===== config.mk =====
export PLATFORM = sky130hd
export DESIGN_NAME = default_value_skid_buffer_flat
export DESIGN_NICKNAME = d
export VERILOG_FILES = /design/src/rtl/default_value_skid_buffer_if.sv /design/src/rtl/default_value_skid_buffer.sv /design/src/flat_wrapper.sv
export SDC_FILE = /design/constraint.sdc
export NUM_CORES = 1
export LEC_CHECK = 0
export ABC_AREA = 1
export CAP_MARGIN = 20
export CELL_PAD_IN_SITES_DETAIL_PLACEMENT = 1
export CELL_PAD_IN_SITES_GLOBAL_PLACEMENT = 2
export CORE_UTILIZATION = 25
export DETAILED_ROUTE_END_ITERATION = 8
export PLACE_DENSITY = 0.8
export SKIP_LAST_GASP = 1
export SYNTH_ARGS = -nofsm -noshare
export SYNTH_HDL_FRONTEND = slang
export SYNTH_SLANG_ARGS = --single-unit

===== constraint.sdc =====
create_clock -name i_clk -period 1.1 [get_ports i_clk]
set_input_delay 0.165 -clock i_clk [delete_from_list [all_inputs] [get_ports i_clk]]
set_output_delay 0.165 -clock i_clk [all_outputs]
set_load 0.03 [all_outputs]

===== src/rtl/default_value_skid_buffer_if.sv =====
// Handshake bundle for default_value_skid_buffer.
// Carries the per-channel producer side (i_valid/i_data in, o_ready out), the consumer side
// (o_valid/o_data out, i_ready in) and the per-channel occupancy o_count.
// Channel c occupies data bits [c*WIDTH +: WIDTH] and count bits [c*2 +: 2].
//   slave  : the buffer itself
//   master : the environment driving producers and consumers
interface default_value_skid_buffer_if #(
    parameter int unsigned WIDTH = 8,
    parameter int unsigned CH    = 2
);
    logic [CH-1:0]       i_valid;
    logic [CH-1:0]       o_ready;
    logic [CH*WIDTH-1:0] i_data;
    logic [CH-1:0]       o_valid;
    logic [CH-1:0]       i_ready;
    logic [CH*WIDTH-1:0] o_data;
    logic [CH*2-1:0]     o_count;

    modport slave (
        input  i_valid,
        input  i_data,
        input  i_ready,
        output o_ready,
        output o_valid,
        output o_data,
        output o_count
    );

    modport master (
        output i_valid,
        output i_data,
        output i_ready,
        input  o_ready,
        input  o_valid,
        input  o_data,
        input  o_count
    );
endinterface


===== src/rtl/default_value_skid_buffer.sv =====
// CH independent registered valid/ready stages, each with a 2-entry skid buffer.
// An idle channel drives DEFAULT on its o_data slice so downstream always sees a defined word.
//
// Ports:
//   i_clk    rising-edge clock
//   i_rst_n  asynchronous active-low reset
//   bus      default_value_skid_buffer_if.slave: i_valid/i_data/o_ready (producer side),
//            o_valid/o_data/i_ready (consumer side), o_count (occupancy 0..2 per channel)
//
// Build option: define DEFAULT_VALUE_SKID_BUFFER_HOLD_LAST_EN to keep driving the last popped
// word on an empty channel instead of DEFAULT. Handshake and timing are unchanged.
module default_value_skid_buffer #(
    parameter int unsigned       WIDTH   = 8,
    parameter int unsigned       CH      = 2,
    parameter logic [WIDTH-1:0] DEFAULT = '0
) (
    input logic                      i_clk,
    input logic                      i_rst_n,
    default_value_skid_buffer_if.slave bus
);

    localparam logic [1:0] CntEmpty = 2'd0;
    localparam logic [1:0] CntOne   = 2'd1;
    localparam logic [1:0] CntTwo   = 2'd2;

    logic [1:0]       count_q [CH];
    logic [1:0]       count_d [CH];
    logic [WIDTH-1:0] head_q  [CH];
    logic [WIDTH-1:0] head_d  [CH];
    logic [WIDTH-1:0] skid_q  [CH];
    logic [WIDTH-1:0] skid_d  [CH];

    logic [CH-1:0] push;
    logic [CH-1:0] pop;

    // Handshakes use only registered ready/valid, so no input-to-output combinational path.
    always_comb begin
        push = '0;
        pop  = '0;
        for (int c = 0; c < CH; c++) begin
            push[c] = bus.i_valid[c] && (count_q[c] != CntTwo);
            pop[c]  = bus.i_ready[c] && (count_q[c] != CntEmpty);
        end
    end

    always_comb begin
        for (int c = 0; c < CH; c++) begin
            count_d[c] = count_q[c];
            head_d[c]  = head_q[c];
            skid_d[c]  = skid_q[c];
            case (count_q[c])
                CntEmpty: begin
                    if (push[c]) begin
                        head_d[c]  = bus.i_data[c*WIDTH +: WIDTH];
                        count_d[c] = CntOne;
                    end
                end
                CntOne: begin
                    if (push[c] && !pop[c]) begin
                        skid_d[c]  = bus.i_data[c*WIDTH +: WIDTH];
                        count_d[c] = CntTwo;
                    end else if (pop[c] && !push[c]) begin
                        // head_q is left alone so the hold-last build can keep showing it
                        count_d[c] = CntEmpty;
                    end else if (push[c] && pop[c]) begin
                        head_d[c]  = bus.i_data[c*WIDTH +: WIDTH];
                    end
                end
                CntTwo: begin
                    if (pop[c]) begin
                        head_d[c]  = skid_q[c];
                        count_d[c] = CntOne;
                    end
                end
                default: begin
                    count_d[c] = CntEmpty;
                end
            endcase
        end
    end

    always_ff @(posedge i_clk or negedge i_rst_n) begin
        if (!i_rst_n) begin
            for (int c = 0; c < CH; c++) begin
                count_q[c] <= CntEmpty;
                head_q[c]  <= DEFAULT;
                skid_q[c]  <= DEFAULT;
            end
        end else begin
            for (int c = 0; c < CH; c++) begin
                count_q[c] <= count_d[c];
                head_q[c]  <= head_d[c];
                skid_q[c]  <= skid_d[c];
            end
        end
    end

    // Outputs decode straight from the flops.
    always_comb begin
        bus.o_valid = '0;
        bus.o_ready = '0;
        bus.o_count = '0;
        bus.o_data  = '0;
        for (int c = 0; c < CH; c++) begin
            bus.o_valid[c]           = (count_q[c] != CntEmpty);
            bus.o_ready[c]           = (count_q[c] != CntTwo);
            bus.o_count[c*2 +: 2]    = count_q[c];
`ifdef DEFAULT_VALUE_SKID_BUFFER_HOLD_LAST_EN
            // head_q is DEFAULT out of reset and otherwise the newest head, popped or not.
            bus.o_data[c*WIDTH +: WIDTH] = head_q[c];
`else
            bus.o_data[c*WIDTH +: WIDTH] = (count_q[c] != CntEmpty) ? head_q[c] : DEFAULT;
`endif
        end
    end

endmodule


===== src/flat_wrapper.sv =====
// flat-port wrapper written by rule: the top's interface ports become plain ports
module default_value_skid_buffer_flat 
#(
    parameter int unsigned       WIDTH   = 8,
    parameter int unsigned       CH      = 2,
    parameter logic [WIDTH-1:0] DEFAULT = '0
)
  (i_clk, i_rst_n, bus_i_valid, bus_i_data, bus_i_ready, bus_o_ready, bus_o_valid, bus_o_data, bus_o_count);
  default_value_skid_buffer_if #(.WIDTH(WIDTH), .CH(CH)) bus_i ();
  input logic i_clk;
  input logic i_rst_n;
  input wire logic [$bits(bus_i.i_valid)-1:0] bus_i_valid;
  input wire logic [$bits(bus_i.i_data)-1:0] bus_i_data;
  input wire logic [$bits(bus_i.i_ready)-1:0] bus_i_ready;
  output wire logic [$bits(bus_i.o_ready)-1:0] bus_o_ready;
  output wire logic [$bits(bus_i.o_valid)-1:0] bus_o_valid;
  output wire logic [$bits(bus_i.o_data)-1:0] bus_o_data;
  output wire logic [$bits(bus_i.o_count)-1:0] bus_o_count;
  assign bus_i.i_valid = bus_i_valid;
  assign bus_i.i_data = bus_i_data;
  assign bus_i.i_ready = bus_i_ready;
  assign bus_o_ready = bus_i.o_ready;
  assign bus_o_valid = bus_i.o_valid;
  assign bus_o_data = bus_i.o_data;
  assign bus_o_count = bus_i.o_count;
  default_value_skid_buffer #(.WIDTH(WIDTH), .CH(CH), .DEFAULT(DEFAULT)) u_core (.i_clk(i_clk), .i_rst_n(i_rst_n), .bus(bus_i));
endmodule

==> metrics, run 1 <==
sequential area share after synthesis a little under half; Place WS -0.2449 ns; CTS Buf Count 5; global-route usage over all layers between 10% and 20%; largest net degree at the start of global routing 37; reg2reg path depth 9; warnings from Yosys 0; Adder-Cell Fraction of Synth Area 0%; Critical Path RT 0.94 ns; worst skew pair latency approximately 0.30 ns; Max Cap Violations 0; Yosys reg bits 36; failing checks negative setup slack; Worst-Margin Slew around 0.46 ns; worst-path fanout max 8; drt first pass iters 4; number of global-route vias before repair 2034; Area growth syn-to-layout 90.38%; fin nets 368; Routed WL 6.519 mm; Simple-Gate Fraction of Synth Area between 30% and 40%; row count 31; Final Slew Violations 0; Root Buffer clkbuf_8; Tmin final approximately 1.4 ns; kind of critical path register to output port; I/O Buffers 45; most common cell after layout, fill and taps aside nand2_1; Ports 46; outcome finished with violations; fmax approximately 0.7 GHz; relative slew slack between 60% and 70%; Die X around 90 um; CTS max path bufs 2; first-pass GRT wire length between 10 and 15 mm; RR Startpoint u_core.bus.o_count[2]$_DFFE_PN0P_; end of the worst register-to-register path u_core.bus.o_count[2]$_DFFE_PN0P_; xor-xnor portion of the synthesized cell area 0%; period utilization 130.3%; mux contribution to synthesized area 0%; initial antenna violation count 0; worst reg2reg setup slack -0.24 ns; Die Height 88.88 um; PnR worst setup slack -0.3329 ns; signal arrival time at the worst endpoint 1.27 ns; # diodes 0; initial core utilization between 20% and 30%; dpl hpwl 3.935 mm; P per Cell Area ~2600 mW/mm^2; Post-Syn Nets 272; most frequent cells in the layout nand2_1, buf_6, inv_1; Final Wtd Congestion around 0.76; Final Skew approximately 0.005 ns; peak supply drop 0.5993 mV; initial DRC count 56; total gr overflow 0; Routed wire per std cell roughly 15 um; Worst Setup Start Kind register; Unique masters post-synth 20; via-per-instance ratio ~4.4; Final Hold Fails 0; leak pwr about 1.7 nW; Crit. End Element output port; die area 0.007899 sq mm; core area between 0.007 and 0.008 sq mm; largest family of logic cells by synthesized area simple AND/OR/NAND/NOR gates; CTS tree yes; mean post-synth cell area ~7.5 sq um; clock-pin transition on the worst setup and hold timing paths ~0.070 ns; mapped cell area about 0.0019 sq mm; Post-DRT Antenna Nets 0; Clock Sinks 36; H-tree Lvls 2; unrepaired setup endpoints after global routing yes; Synth Instances 250; final setup fails 59; Synth Area in Compound Gates approximately 6.6%; # DRC 0; layout cell share with drive strength beyond 1 ~48%; Vias roughly 2000; Hold Crit Class primary input to asynchronous set/reset pin; fin util between 40% and 50%
worst max-delay path: stages, from the launching register on:
cell	delay, ns
dfrtp_2	0.41
inv_6	0.05
nand2_8	0.05
clkinvlp_4	0.08
buf_12	0.15
nor2_4	0.08
buf_6	0.13
metal layers:
metal | track usage [%] | share of wire [%]
met5 | 0 | 0
met4 | 8.358 | 2.5
met3 | 2.239 | 2.4
met2 | 28.60 | 52
met1 | 22.56 | 43
metrics by stage:
stage | hold WS (ns) | cell area (sq um) | power [mW] | setup TNS (ns) | instances
after floorplan | -0.1306 | 2120 | 5.257 | -8.563 | 250
after global placement | 0.4651 | 2824 | 6.804 | -6.626 | 411
after detailed placement | 0.4653 | 2824 | 6.936 | -7.791 | 411
after CTS | 0.2609 | 3426 | 9.046 | -13.07 | 444
after global routing | 0.2747 | 3592 | 10.04 | -15.32 | 446
final | 0.2449 | 3592 | 9.468 | -12.56 | 446
repair_timing:
action	4_1_cts	5_1_grt
gates cloned	6	0
resized for setup	72	43
setup endpoints to repair	59	60
setup buffers	21	3
hold buffers	0	0
pin swaps	22	15
state kept, by name, summed over array words and instances (netlist names):
register and flops:
u_core.head_q 16, u_core.skid_q 16, u_core.bus.o_count 4
worst max path at each step:
stage / from / endpoint / slack [ns] / cells after the start
after global placement: bus_i_valid[0] / u_core.head_q[11]$_DFFE_PN0P_ / -0.18 / 6
after floorplan: u_core.bus.o_count[2]$_DFFE_PN0P_ / bus_o_data[10] / -0.43 / 5
after detailed placement: bus_i_valid[0] / u_core.skid_q[13]$_DFFE_PN0N_ / -0.24 / 4
after CTS: u_core.bus.o_count[2]$_DFFE_PN0P_ / bus_o_data[11] / -0.34 / 6
final: u_core.bus.o_count[0]$_DFFE_PN0P_ / bus_o_data[2] / -0.33 / 6
after global routing: u_core.bus.o_count[0]$_DFFE_PN0P_ / bus_o_data[2] / -0.39 / 6
synthesized netlist by cell type (all sizes together):
cell type | number | share of area, %
nand2 | 94 | 21
dfrtp | 36 | 48
nand3 | 35 | 9.5
clkbuf | 1 | 0.20
o21ai | 17 | 6.1
buf | 5 | 2.3
inv | 41 | 8.2
nand4 | 1 | 0.66
a21oi | 2 | 0.53
nor2 | 17 | 3.5
or2 | 1 | 0.33
report_power, final:
group	total, mW	switching (mW)	internal [mW]
Clock	1.01	0.494	0.511
Sequential	2.42	0.472	1.94
Combinational	6.05	3.29	2.75
logic make-up after synthesis:
family | count (synthesis)
simple gates | 148
flops | 36
compound gates | 19
buf+inv | 47
cell type report:
cell class,count,area [sq um]
clock buffers,8,90.09
fillers,874,3700
inverters,41,176.4
multi-input cells,171,1291
flip-flops and latches,36,905.9
well taps,99,123.9
repair buffers,91,1005
Power figures use the tool's default switching activity.
==> run 2, diff against run 1 <==
==> constraint.sdc (replaced) <==
create_clock -name i_clk -period 1.1 [get_ports i_clk]
set_input_delay 0.22 -clock i_clk [delete_from_list [all_inputs] [get_ports i_clk]]
set_output_delay 0.22 -clock i_clk [all_outputs]
set_load 0.03 [all_outputs]
==> run 2 against run 1 <==
  * The flow still finishes with violations (negative setup slack)
  * Non-clock buffer count increased by 2
  * Clock skew increased by 0.0019 ns
  * Sequential power increased by 3%
  * Total power increased by 7.7%
  * Sequential cell count unchanged
  * Via count increased by 2.3%
  * Utilization increased by 3.1 points
  * Global-route usage decreased by 0.76 points
  * Maximum frequency decreased by 6.6%
  * Clock power increased by 20%
==> metrics, run 2 (synthesis gave the netlist of run 1 again) <==
relative slew slack 70.42% (+1.2 points); Comb pwr share 63.7% (-0.2 points); Vias 2027 (+2.3%); Crit. End Element output port; CTS max path bufs 2 (unchanged); Final Slew Violations 0 (unchanged); Clock Sinks 36 (unchanged); global-route usage over all layers 16.60% (-0.76 points); unrepaired setup endpoints after global routing yes; Die Height 88.88 um (unchanged); worst-path fanout max 8 (unchanged); PnR worst setup slack -0.4335 ns (-0.1006 ns); most frequent cells in the layout nand2_1, buf_6, inv_1, nand2_2, dfrtp_1; failing checks negative setup slack; peak supply drop 0.7099 mV (+18%); Routed WL 7.638 mm (+17%); clock-pin transition on the worst setup and hold timing paths 0.08 ns (about the same); Worst Setup Start Kind register; worst skew pair latency 0.29 ns (about the same); initial antenna violation count 0 (unchanged); I/O Buffers 45 (unchanged); signal arrival time at the worst endpoint 1.31 ns (+0.04 ns); Die X 88.88 um (unchanged); fmax 0.6521 GHz (-6.6%); total gr overflow 0 (unchanged); Max Cap Violations 0 (unchanged); Critical Path RT 0.88 ns (-0.06 ns); placed inst area 0.002766 sq mm (-2.0%); outcome finished with violations; critical-path cell list inv_4 > nand2_8 > clkinvlp_4 > buf_12 > nor2_4 > buf_6; first-pass GRT wire length 9.860 mm (-4.2%); initial DRC count 68 (+21%); Routed wire per std cell 17.13 um (+17%); # DRC 0 (unchanged); P per Cell Area 2674 mW/mm^2 (+1.5%); # diodes 0 (unchanged); fin nets 368 (unchanged); Sw Share 45.46% (+0.47 points); Area growth syn-to-layout 102.2%; total placed cells including tap cells 405 (-1.5%); P_sw 4.638 mW (+8.9%); slowest CP cell dfrtp_2; leak pwr 1.755 nW (+2.7%); worst reg2reg setup slack -0.38 ns (-0.14 ns); Post-CTS Hold Buffers 0 (unchanged); H-tree Lvls 2 (unchanged); largest net degree at the start of global routing 37 (unchanged); Final Skew 0.006942 ns (+0.001881 ns); drt first pass iters 4 (unchanged); layout cell share with drive strength beyond 1 57.64% (+9.5 points); Int Pwr 5.564 mW (+6.8%); Root Buffer clkbuf_8; most common cell after layout, fill and taps aside nand2_1; core area 0.007292 sq mm (unchanged); dpl hpwl 3.772 mm (-4.2%); CTS tree yes; die area 0.007899 sq mm (unchanged); via-per-instance ratio 4.545 (+2.3%); Final Non-Filler Cells 446 (unchanged); sequential share of power 24.5% (-1.0 points); initial core utilization 25.88% (unchanged); reg2reg path depth 10 (+1); period utilization 139.4% (+9.1 points); CP peak stage delay 0.43 ns (+0.02 ns); number of global-route vias before repair 1992 (-2.1%); Hold Crit Class primary input to asynchronous set/reset pin; kind of critical path register to output port; Finished Cell Area 0.003815 sq mm (+6.2%); final setup fails 60 (+1.7%); clock share of power 11.8% (+1.2 points); Tmin final 1.533 ns (+0.1006 ns); hold slack final 0.2957 ns (+0.05084 ns); Worst-Margin Slew 0.4430 ns (-0.01695 ns); row count 31 (unchanged); Ports 46 (unchanged); Final Hold Fails 0 (unchanged); Final Wtd Congestion 0.7709 (+1.0%); setup TNS -17.94 ns (-5.376 ns); CTS Buf Count 5 (unchanged); Post-DRT Antenna Nets 0 (unchanged)
## run 2: changes by cell type in the layout (fill, tap and decap cells not counted), sizes merged
| cell | previous run | this run |
|---|---|---|
| clkinv | 0 | 2 |
| nand2 | 97 | 95 |
| clkdlybuf4s50 | 21 | 20 |
| bufinv | 0 | 1 |
| clkbuf | 8 | 6 |
| dlymetal6s2s | 0 | 1 |
| buf | 70 | 71 |
| clkinvlp | 2 | 3 |
| inv | 39 | 38 |
## run 2: layout make-up
type | instances | area (sq um)
tap | 99 | 123.9
inverter | 41 | 173.9
clock buffer | 5 | 68.82
multi-input combinational | 169 | 1414
timing repair buffer | 93 | 1086
fill | 817 | 3477
clock inverter | 3 | 42.54
sequential | 36 | 905.9
## run 2: worst paths after layout
| path | startpoint | to |
|---|---|---|
| max | u_core.bus.o_count[1]$_DFFE_PN0P_ | bus_o_data[0] |
| min | i_rst_n | u_core.bus.o_count[2]$_DFFE_PN0P_ |
| max reg2reg | u_core.bus.o_count[0]$_DFFE_PN0P_ | u_core.head_q[14]$_DFFE_PN0P_ |
| min reg2reg | u_core.head_q[13]$_DFFE_PN0P_ | u_core.head_q[13]$_DFFE_PN0P_ |
| max in group asynchronous | i_rst_n | u_core.bus.o_count[0]$_DFFE_PN0P_ |
| min in group i_clk | bus_i_valid[0] | u_core.bus.o_count[1]$_DFFE_PN0P_ |
## run 2: power by group through the flow
stage	combinational (mW)	sequential, mW	clock (mW)
detailed placement	4.43	2.32	0
floorplan	2.90	2.36	0
finish	6.50	2.50	1.21
global route	6.91	2.57	1.27
global placement	4.33	2.30	0
CTS	5.24	2.31	1.20
## run 2: layer usage
metal | track usage, % | vias to the layer above | routed length [um]
li1 | - | 969 | -
met1 | 21.25 | 1001 | 3323
met2 | 28.39 | 38 | 3940
met3 | 2.519 | 19 | 157
met4 | 6.012 | 0 | 217
met5 | 0 | - | 0
## run 2: what timing repair did
action	CTS	global route
cloned	4	1
setup buffers	12	23
resized for setup	50	115
setup endpoints to repair	59	59
pin swaps	7	33
## run 2: metrics by stage
stage / util (%) / total power [mW] / setup WS, ns
2_1_floorplan: - / 5.257 / -0.4803
3_3_place_gp: 37.94 / 6.632 / -0.2432
3_5_place_dp: 37.94 / 6.749 / -0.2844
4_1_cts: 44.56 / 8.747 / -0.3945
5_1_grt: 52.32 / 10.75 / -0.4728
6_report: 52.32 / 10.20 / -0.4335
## run 2: critical path, delay by kind of cell, from the launching register on
kind / cells / cell delay, ns
buffers and inverters: 4 / 0.43
DFF: 1 / 0.43
and+or+nand+nor: 2 / 0.15
==> run 3, diff against run 2 <==
==> constraint.sdc (replaced) <==
create_clock -name i_clk -period 1.1 [get_ports i_clk]
set_input_delay 0.22 -clock i_clk [delete_from_list [all_inputs] [get_ports i_clk]]
set_output_delay 0.22 -clock i_clk [all_outputs]
set_load 0.01 [all_outputs]
==> run 3 against run 2 <==
  * Routed wire length shrank 2.0%
  * Register-to-register slack gained 0.07 ns
  * Maximum frequency grew 6.5%
  * Global-route usage shrank 0.44 points
  * Hold slack lost 0.0022 ns
  * The run still ends with negative setup slack left
  * Largest power group unchanged
  * Sequential cell count is the same
  * Non-clock buffer count grew 5
  * Die area is the same
  * Clock skew grew 0.00076 ns
  * Combinational power shrank 14%
  * Clock power shrank 11%
  * First-iteration DRC count grew 38%
==> metrics, run 3 (synthesis gave the netlist of run 1 again) <==
row count 31 (unchanged); outcome finished with violations; global-route usage over all layers 16.16% (-0.44 points); Root Buffer clkbuf_8; number of global-route vias before repair 1932 (-3.0%); Int Pwr 5.219 mW (-6.2%); sequential share of power 26.5% (+2.0 points); number of fill cells 834 (+2.1%); most frequent cells in the layout nand2_1, inv_1, dfrtp_1; fmax 0.6948 GHz (+6.5%); Final Skew 0.007702 ns (+0.0007596 ns); Max Cap Violations 0 (unchanged); worst reg2reg setup slack -0.31 ns (+0.07 ns); worst skew pair latency 0.30 ns (about the same); Vias 2020 (-0.35%); drt first pass iters 4 (unchanged); P_sw 3.827 mW (-17%); initial core utilization 25.88% (unchanged); core area 0.007292 sq mm (unchanged); reg2reg path depth 8 (-2); first-pass GRT wire length 9.542 mm (-3.2%); dpl hpwl 3.885 mm (+3.0%); Area growth syn-to-layout 95.82%; period utilization 130.8% (-8.6 points); layout cell share with drive strength beyond 1 56.57% (-1.1 points); slowest CP cell dfrtp_1; CTS tree yes; Top Layer Used met4; met3 WL 219 um (+39%); Crit. End Element output port; Worst Setup Start Kind register; CTS Buf Count 5 (unchanged); CTS max path bufs 2 (unchanged); final setup fails 60 (unchanged); I/O Buffers 45 (unchanged); RR Startpoint u_core.bus.o_count[2]$_DFFE_PN0P_; CP peak stage delay 0.39 ns (-0.04 ns); Final Wtd Congestion 0.7503 (-2.7%); kind of critical path register to output port; Critical Path RT 0.88 ns (about the same); Die Height 88.88 um (unchanged); Final Hold Fails 0 (unchanged); most common cell after layout, fill and taps aside nand2_1; clock share of power 12.0% (+0.2 points); P per Cell Area 2448 mW/mm^2 (-8.4%); initial antenna violation count 0 (unchanged); Final Non-Filler Cells 449 (+0.67%); relative slew slack 79.24% (+8.8 points); fin nets 372 (+1.1%); peak supply drop 0.6087 mV (-14%); signal arrival time at the worst endpoint 1.22 ns (-0.09 ns); Hold Crit Class primary input to asynchronous set/reset pin; # DRC 0 (unchanged); PnR worst setup slack -0.3393 ns (+0.09414 ns); Comb pwr share 61.5% (-2.2 points); unrepaired setup endpoints after global routing yes; Place WS -0.3228 ns (-0.03832 ns); Final Slew Violations 0 (unchanged); failing checks negative setup slack; Tmin final 1.439 ns (-0.09414 ns); Routed wire per std cell 16.67 um (-2.7%); Ports 46 (unchanged); H-tree Lvls 2 (unchanged); leak pwr 1.790 nW (+2.0%); Metal-1 WL 3.299 mm (-0.72%); # diodes 0 (unchanged); die area 0.007899 sq mm (unchanged); total gr overflow 0 (unchanged); Sw Share 42.30% (-3.2 points); critical-path cell list inv_2 > nand2_4 > clkinv_8 > nor2_2 > buf_2; largest net degree at the start of global routing 37 (unchanged); Worst-Margin Slew 0.3110 ns (-0.1320 ns); Die X 88.88 um (unchanged); end of the worst register-to-register path u_core.skid_q[6]$_DFFE_PN0P_; worst-path fanout max 8 (unchanged); Post-DRT Antenna Nets 0 (unchanged); Routed WL 7.484 mm (-2.0%); Post-CTS Hold Buffers 0 (unchanged); Clock Sinks 36 (unchanged); total placed cells including tap cells 424 (+4.7%); via-per-instance ratio 4.499 (-1.0%); met2 WL 3.801 mm (-3.5%); clock-pin transition on the worst setup and hold timing paths 0.08 ns (about the same); initial DRC count 94 (+38%)
[run 3: critical path, delay by kind of cell (launching register included)]
family / cells / cell delay (ns)
flip-flops: 1 / 0.39
buffers and inverters: 3 / 0.33
AND/OR/NAND/NOR: 2 / 0.21
[run 3: routing by layer]
metal	up-vias	GRT usage (%)
met5	-	0
met4	0	5.865
met3	17	3.451
met2	38	25.80
met1	994	21.54
li1	971	-
[run 3: repair_timing]
action                                  4_1_cts  5_1_grt
endpoints found under the setup margin       58       60
pin swaps                                    15       28
buffers inserted                              6        8
cloned                                        3        3
gates resized for setup                     166      101
[run 3: worst max-delay path by stage]
stage / from / end / depth (start not counted)
6_report: u_core.bus.o_count[2]$_DFFE_PN0P_ / bus_o_data[8] / 5
5_1_grt: u_core.bus.o_count[3]$_DFFE_PN0P_ / bus_o_data[8] / 5
4_1_cts: u_core.bus.o_count[0]$_DFFE_PN0P_ / bus_o_data[5] / 5
3_5_place_dp: u_core.bus.o_count[3]$_DFFE_PN0P_ / bus_o_data[13] / 5
3_3_place_gp: u_core.bus.o_count[0]$_DFFE_PN0P_ / bus_o_data[6] / 5
2_1_floorplan: u_core.bus.o_count[3]$_DFFE_PN0P_ / u_core.head_q[0]$_DFFE_PN0P_ / 6
[run 3: layout make-up]
cell class | count | area (sq um) | share of cell area, %
multi-input combinational | 168 | 1318 | 35.66
sequential | 36 | 903.4 | 24.45
clock buffer | 7 | 96.34 | 2.608
timing repair buffer | 98 | 1077 | 29.16
inverter | 41 | 176.4 | 4.775
tap | 99 | 123.9 | 3.353
[run 3: through the flow]
stage / power (mW) / util (%) / hold WS (ns) / setup TNS (ns) / cell area, sq um
after floorplan: 4.156 / - / -0.07559 / -0.3812 / 1956
after global placement: 5.962 / 38.30 / 0.4660 / -13.16 / 2793
after detailed placement: 6.067 / 38.30 / 0.4702 / -14.24 / 2793
after CTS: 7.780 / 43.70 / 0.3103 / -10.51 / 3187
after global routing: 9.590 / 50.67 / 0.3044 / -14.42 / 3695
final: 9.046 / 50.67 / 0.2934 / -12.00 / 3695
[run 3: power by group through the flow]
stage	Combinational (mW)	Clock, mW	Sequential, mW
floorplan	1.90	0	2.26
global placement	3.70	0	2.27
detailed placement	3.77	0	2.29
CTS	4.42	1.08	2.27
global route	5.96	1.15	2.48
finish	5.56	1.08	2.40
